==> src/rtl/uart_term_pkg.sv <==
// Shared definitions for the UART line responder.
// ASCII control/letter constants and the responder FSM state type.
package uart_term_pkg;

    localparam logic [7:0] ASCII_CR = 8'h0D;
    localparam logic [7:0] ASCII_LF = 8'h0A;
    localparam logic [7:0] ASCII_BS = 8'h08;
    localparam logic [7:0] ASCII_a  = 8'h61;
    localparam logic [7:0] ASCII_z  = 8'h7A;

    typedef enum logic [3:0] {
        ST_IDLE,
        ST_FETCH,
        ST_ECHO,
        ST_LF1,
        ST_HI,
        ST_LO,
        ST_CR2,
        ST_LF2,
        ST_GAP
    } state_t;

endpackage

==> src/rtl/nibble_to_ascii.sv <==
// Combinational 4-bit value to uppercase ASCII hex digit.
// Ports: i_nibble (4b value in), o_char (8b ASCII '0'-'9' / 'A'-'F').
module nibble_to_ascii (
    input  logic [3:0] i_nibble,
    output logic [7:0] o_char
);

    logic [7:0] w_wide;

    assign w_wide = {4'h0, i_nibble};
    assign o_char = (i_nibble < 4'd10) ? (8'h30 + w_wide)
                                       : (8'h37 + w_wide);

endmodule

==> src/rtl/uart_line_responder.sv <==
// Drains the UART rx FIFO, echoes each byte to the tx FIFO and, on CR,
// appends a two-digit hex line-length report framed by LF / CR LF.
// Ports: clk, reset_n (async, active-low);
//   rx side: r_data, rx_empty in, rd_uart pop pulse out;
//   tx side: w_data, wr_uart push pulse out, tx_full in;
//   status: last_char, line_len, byte_count (all registered).
module uart_line_responder
    import uart_term_pkg::*;
#(
    parameter bit         UPCASE  = 1'b1,
    parameter logic [7:0] LEN_MAX = 8'd255
) (
    input  logic        clk,
    input  logic        reset_n,
    input  logic [7:0]  r_data,
    input  logic        rx_empty,
    output logic        rd_uart,
    output logic [7:0]  w_data,
    output logic        wr_uart,
    input  logic        tx_full,
    output logic [7:0]  last_char,
    output logic [7:0]  line_len,
    output logic [15:0] byte_count
);

    state_t      r_state;
    state_t      r_after;
    logic [7:0]  r_ch;
    logic        r_rd;
    logic        r_wr;
    logic [7:0]  r_wdata;
    logic [7:0]  r_last;
    logic [7:0]  r_len;
    logic [15:0] r_cnt;

    logic        w_is_lower;
    logic [7:0]  w_echo;
    logic [7:0]  w_hi_chr;
    logic [7:0]  w_lo_chr;
    logic [7:0]  w_len_next;
    logic        w_is_wr;
    logic [7:0]  w_byte;
    state_t      w_next;

    nibble_to_ascii u_hi (
        .i_nibble (r_len[7:4]),
        .o_char   (w_hi_chr)
    );

    nibble_to_ascii u_lo (
        .i_nibble (r_len[3:0]),
        .o_char   (w_lo_chr)
    );

    assign w_is_lower = (r_ch >= ASCII_a) && (r_ch <= ASCII_z);
    assign w_echo     = (UPCASE && w_is_lower) ? (r_ch - 8'h20) : r_ch;

    always_comb begin
        w_len_next = r_len;
        if (r_ch == ASCII_BS) begin
            if (r_len != 8'd0) w_len_next = r_len - 8'd1;
        end else if (r_ch != ASCII_LF) begin
            if (r_len < LEN_MAX) w_len_next = r_len + 8'd1;
        end
    end

    // FETCH doubles as the first echo attempt so the echo can follow
    // the pop pulse with no dead cycle; ECHO is where it waits on tx_full.
    always_comb begin
        w_is_wr = 1'b1;
        w_byte  = 8'h00;
        w_next  = ST_IDLE;
        unique case (r_state)
            ST_FETCH, ST_ECHO: begin
                w_byte = w_echo;
                w_next = (r_ch == ASCII_CR) ? ST_LF1 : ST_IDLE;
            end
            ST_LF1: begin w_byte = ASCII_LF; w_next = ST_HI;  end
            ST_HI:  begin w_byte = w_hi_chr; w_next = ST_LO;  end
            ST_LO:  begin w_byte = w_lo_chr; w_next = ST_CR2; end
            ST_CR2: begin w_byte = ASCII_CR; w_next = ST_LF2; end
            ST_LF2: begin w_byte = ASCII_LF; w_next = ST_IDLE; end
            default: w_is_wr = 1'b0;
        endcase
    end

    always_ff @(posedge clk or negedge reset_n) begin
        if (!reset_n) begin
            r_state <= ST_IDLE;
            r_after <= ST_IDLE;
            r_ch    <= 8'h00;
            r_rd    <= 1'b0;
            r_wr    <= 1'b0;
            r_wdata <= 8'h00;
            r_last  <= 8'h00;
            r_len   <= 8'h00;
            r_cnt   <= 16'h0000;
        end else begin
            r_rd <= 1'b0;
            r_wr <= 1'b0;
            if (r_state == ST_IDLE) begin
                if (!rx_empty) begin
                    r_rd    <= 1'b1;
                    r_ch    <= r_data;
                    r_last  <= r_data;
                    r_cnt   <= r_cnt + 16'd1;
                    r_state <= ST_FETCH;
                end
            end else if (r_state == ST_GAP) begin
                r_state <= r_after;
            end else if (w_is_wr && !tx_full) begin
                r_wr    <= 1'b1;
                r_wdata <= w_byte;
                r_after <= w_next;
                r_state <= ST_GAP;
                if ((r_state == ST_FETCH || r_state == ST_ECHO)
                    && r_ch != ASCII_CR)
                    r_len <= w_len_next;
                if (r_state == ST_LF2)
                    r_len <= 8'h00;
            end else if (r_state == ST_FETCH) begin
                r_state <= ST_ECHO;
            end else if (!w_is_wr) begin
                r_state <= ST_IDLE;
            end
        end
    end

    assign rd_uart    = r_rd;
    assign wr_uart    = r_wr;
    assign w_data     = r_wdata;
    assign last_char  = r_last;
    assign line_len   = r_len;
    assign byte_count = r_cnt;

endmodule
==> config.mk <==
export PLATFORM = sky130hd
export DESIGN_NAME = uart_line_responder
export DESIGN_NICKNAME = d
export VERILOG_FILES = /design/src/rtl/uart_term_pkg.sv /design/src/rtl/nibble_to_ascii.sv /design/src/rtl/uart_line_responder.sv
export SDC_FILE = /design/constraint.sdc
export NUM_CORES = 1
export LEC_CHECK = 0
export ABC_AREA = 1
export BUFFER_PORTS_ARGS = -buffer_cell sky130_fd_sc_hd__buf_2
export CAP_MARGIN = 10
export CELL_PAD_IN_SITES_DETAIL_PLACEMENT = 2
export CELL_PAD_IN_SITES_GLOBAL_PLACEMENT = 2
export CORE_MARGIN = 1
export CORE_UTILIZATION = 32
export DETAILED_ROUTE_END_ITERATION = 16
export HOLD_SLACK_MARGIN = 0.05
export MAX_ROUTING_LAYER = met4
export PLACE_DENSITY_LB_ADDON = 0.1
export SYNTH_ARGS = -nofsm -noshare
export SYNTH_HDL_FRONTEND = slang
export SYNTH_SLANG_ARGS = --single-unit
export TNS_END_PERCENT = 5
==> constraint.sdc <==
create_clock -name clk -period 1.9 [get_ports clk]
set_input_delay 0.285 -clock clk [delete_from_list [all_inputs] [get_ports clk]]
set_output_delay 0.285 -clock clk [all_outputs]
set_load 0.01 [all_outputs]
# After elaboration in Yosys (flattened, before gate mapping)
# Cells that the tools add are included.
word_totals:
  latch_bits: 0
  romBits: 0
  ff_bits: 50
  ramBits: 0
  output_inout_bits: 42
  mem_count: 0
  input_bits: 12
classes:
  n_addsub: 8
  bitwise_logic: 3
  n_reduce_logical: 17
  multipliers: 0
  div_mod_pow: 0
  n_lt_le_gt_ge: 5
  n_mux: 24
  n_shift: 0
  eq_ne: 15
op_table:
  columns: ["operator", "n"]
  rows:
  - ["$mux 8", 9]
  - ["$pmux 8 s5", 1]
  - ["$add 6x4->7 const A", 4]
  - ["$mux 4", 6]
  - ["$add 16x1->16 const B", 1]
  - ["$eq 4x3->1 const B", 4]
  - ["$eq 8x4->1 const B", 2]
  - ["$ne 8x4->1 const B", 2]
  - ["$pmux 3 s5", 1]
  - ["$add 8x1->8 const B", 1]
  - ["$eq 4x2->1 const B", 2]
  - ["$ge 8x7->1 const B", 1]
  - ["$le 8x7->1 const B", 1]
  - ["$lt 4x4->1 const B", 2]
  - ["$lt 8x8->1 const B", 1]
  - ["$reduce_bool 8->1", 1]
  - ["$sub 8x1->8 const B", 1]
  - ["$sub 8x6->8 const B", 1]
  - ["$reduce_and 7->1", 1]
  - ["$reduce_or 7->1", 1]
  - ["$mux 1", 6]
  - ["$reduce_bool 3->1", 2]
  - ["$ne 5x1->1 const B", 1]
  - ["$eq 4x1->1 const B", 1]
  - ["13 further kinds", 19]

# Depth between registers and ports, before layout
depth:
  ltp_word: 8
  mapped_depth: 15

# Cells and area by module
# Synthesis repeated with hierarchy kept, for this count alone.
unflattened:
  hier_cells: 421
  hier_area_um2: 3178.0
modules_own_cells:
  columns: ["mod", "n_inst", "cells_each", "area_each_um2"]
  rows:
  - ["uart_line_responder", 1, 371, 2930.3]
  - ["nibble_to_ascii", 2, 25, 123.9]

# Worst setup path after synthesis
# No wires, ideal clock.
synth_timing:
  path_type: "register to register"
  startpoint: "reg last_char[2] (netlist name)"
  endpoint: "reg r_len[4] (netlist: line_len[4])"
  arrival_ns: 1.622
  t_required_ns: 1.777
  path_stages_with_launch: 16
  period_less_slack_ns: 1.745
  slack_ns: 0.155
  path_cell_list: "dfrtp_1 inv_2 nand2_1 nor2_4 nand2_4 nand2_1 nand2_1 inv_1 ha_1 inv_1 nand2_1 nand3_1 nand2_1 nand2_1 nand3_1 o21ai_1"
synth_rtl:
  columns: ["element", "line_no", "text"]
  rows:
  - ["end signal: assignment", "uart_line_responder.sv:118", "r_len <= w_len_next;"]
  - ["end: declaration", "uart_line_responder.sv:33", "logic [7:0] r_len;"]

==> impl_metrics.tcl <==
set metrics [dict create \
    globalRouteMet2Util_pct 38.0 \
    root_buffer "clkbuf_8" \
    clk_latency_ns 0.31 \
    cp_data_required_time_ns 2.10 \
    grt_use_met3_pct 2.37 \
    ys.flop_type "dfrtp_1" \
    die_w_um 97.2 \
    worst_setup_path_end_kind "flop" \
    synth_edf_count 0 \
    fin_tns_setup_ns 0 \
    netlist_instances 358 \
    wl_um 10700 \
    synth.distinct_cells 42 \
    setup_viol 0 \
    ant_nets 0 \
    gp_congestion 0.827 \
    nNetsFinal 492 \
    grt_max_degree 29 \
    grt_pass1_wl_um 16100 \
    core-area_um2 8760 \
    synth_top_cell_by_area "dfrtp_1" \
    seq_area_frac_synth_pct 42.3 \
    ys_top_cells_by_count "nand2_1, dfrtp_1, inv_1" \
    max_freq_mhz 529 \
    synth_area_leaders "dfrtp_1, nand2_1, nand3_1" \
    ys_warn_count 0 \
    final_max_slew_viol_count 0 \
    grt_usage_pct 22.0 \
    start_util_pct 33.1 \
    clockBufferDepth 2 \
    vias_per_cell 5.09 \
    ios 54 \
    path_clk_slew_ns 0.10 \
    rsz0062_at_grt "yes" \
    grt-ovfl-total 0 \
    min_path_type "primary input to flop" \
    start_kind "flop" \
    grt_use_met1_pct 28.4 \
    outcome "finished, final reports clean" \
    cts_tree "yes" \
    p_per_area_nw_per_um2 1550 \
    fillers 1014 \
    rows 34 \
    synth_fp_nets 379 \
    avgSynthCellArea_um2 8.10 \
    tightest_slew_ns 0.601 \
    maxCapViolCount 0 \
    clock_sinks 49 \
    die_h_um 97.2 \
    antenna_found_initial 0 \
    regToRegSetupSlack_ns 0.01 \
    diodes 0 \
    drc_errors 0 \
    die_area_um2 9440 \
    synth_seq_cells 49 \
    critPathKind "flop to flop" \
    synth_top_area_share_pct 42.3 \
    numPortBuffers 53 \
    dp.cells 545 \
    grt-busiest-layer "met2" \
    dp_hpwl_um 7530 \
    finalClockSkew_ns 0.00499 \
    hold_violations 0 \
    leakage_nw 2.04 \
    cts_made_buffers 5 \
    vias 2952 \
    area_growth_pct 35.9 \
    stdcell_count 580 \
    async_flop_share_pct 100 \
    finalCritPeriodShare_pct 99.5 \
    grt_pass1_vias 3109 \
    crit_arrival_ns 2.10 \
    slew_headroom_pct 59.9 \
    drive_gt1_share_pct 36.0 \
    cts_max_level 2 \
    ir_drop_uv 624 \
    yosysMostFrequentCell "nand2_1" \
    drt_pass1_iterations 4 \
    synthesis.area_um2 2900 \
    period_minus_slack_ns 1.89 \
    wl_per_cell_um 18.5 \
    cp_max_fo 6 \
    drt_iter0_markers 56 \
]
==> cells in the final DEF, fill, tap and decap left out, types with 2 or more instances in the layout <==
cell type / netlist / final
buf_2: 4 / 53
inv_2: 14 / 16
o31ai_1: 3 / 3
nand4_1: 8 / 8
nor2_1: 27 / 25
buf_6: 0 / 2
o221ai_1: 2 / 2
a31oi_1: 2 / 2
a221oi_1: 2 / 2
buf_4: 0 / 53
clkbuf_8: 0 / 5
nand2_2: 1 / 6
o22ai_1: 3 / 3
a2bb2oi_1: 3 / 3
nor3_1: 6 / 6
o21ai_1: 10 / 10
nor2_4: 6 / 8
nor2_2: 2 / 2
o21ai_0: 17 / 17
inv_1: 34 / 33
nand2_4: 1 / 3
nor3_4: 2 / 2
buf_12: 0 / 2
xor2_1: 9 / 9
ha_1: 9 / 8
dfrtp_1: 49 / 47
nand3_1: 27 / 22
a21oi_1: 13 / 13
xnor2_1: 7 / 7
nand2_1: 81 / 74
nand3_2: 1 / 6
dfrtp_2: 0 / 2
==> final cells by class <==
type	instances	area, um2	area share [%]
well taps	108	135	3.43
clock inverters	3	43.8	1.11
clock buffers	5	68.8	1.75
multi-input cells	254	1540	39.0
inverters	50	190	4.83
flip-flops and latches	49	1230	31.2
repair buffers	111	736	18.7
==> kinds of logic (layout without fill, tap and decap cells) <==
| kind of cell | count (synthesis) | in the layout | synth area share, % |
|---|---|---|---|
| adders and majority gates | 9 | 9 | 3.88 |
| AOI/OAI and AO/OA | 61 | 61 | 12.9 |
| xor gates and xnor gates | 16 | 16 | 4.83 |
| DFF | 49 | 49 | 42.3 |
| buffers and inverters | 55 | 169 | 7.34 |
| and+or+nand+nor | 168 | 168 | 28.7 |
==> stage by stage <==
stage	setup slack (ns)	hold slack (ns)	power, mW	util, %	area [um2]
after floorplan	0.155	-0.0106	3.37	-	2900
after global placement	0.0638	0.316	4.62	40.3	3530
after detailed placement	-0.0363	0.331	4.74	40.3	3530
after CTS	0.00711	0.170	5.68	42.5	3730
after global routing	-0.0831	0.173	6.50	45.0	3940
final	0.00982	0.174	6.10	45.0	3940
==> routing by layer <==
metal | vias up | part of all wire (%)
met5 | - | 0
met4 | 0 | 0.93
met3 | 12 | 2.3
met2 | 43 | 51
met1 | 1492 | 46
li1 | 1405 | -
==> worst max-delay path, cell delays in order, from the launching register on <==
cell	delay, ns
dfrtp_1	0.42
inv_2	0.12
nand2_4	0.07
nor2_4	0.18
nand2_4	0.12
nand2_2	0.11
nand2_1	0.05
inv_1	0.06
ha_2	0.16
inv_2	0.05
nand2_4	0.08
nand3_2	0.08
nand2_1	0.08
nand2_1	0.07
nand3_1	0.08
o21ai_1	0.07
==> sequential cells by signal, indices dropped and copies added, names as in the netlist <==
signal	flops
wr_uart	1
rd_uart	1
byte_count	16
r_after	3
w_data	8
r_state	4
line_len	8
last_char	8
==> timing repair <==
item / 4_1_cts / 5_1_grt
resized for setup: 6 / 21
hold buffers: 1 / 0
buffers inserted: 7 / 19
pin swaps: 6 / 19
endpoints found under the setup margin: 7 / 12
endpoints found under the hold margin: 21 / 0
==> power breakdown <==
group          switching (mW)  total [mW]  leakage, nW  internal, mW
sequential              0.350        1.74        0.620          1.39
combinational            2.07        3.54         1.36          1.47
clock                   0.418       0.815       0.0585         0.396
==> path summary, 6_finish.rpt <==
| path | from | end | cells past startpoint |
|---|---|---|---|
| worst max-delay path | last_char[2]$_DFFE_PN0P_ | line_len[4]$_DFFE_PN0P_ | 15 |
| worst min-delay path | r_data[7] | last_char[7]$_DFFE_PN0P_ | 3 |
| max in group asynchronous | reset_n | r_state[1]$_DFFE_PN0P_ | 3 |
| min in group asynchronous | reset_n | line_len[4]$_DFFE_PN0P_ | 2 |
| worst max register to register | last_char[2]$_DFFE_PN0P_ | line_len[4]$_DFFE_PN0P_ | 15 |
| worst min register to register | byte_count[15]$_DFFE_PN0P_ | byte_count[15]$_DFFE_PN0P_ | 1 |
Power figures use the tool's default switching activity.
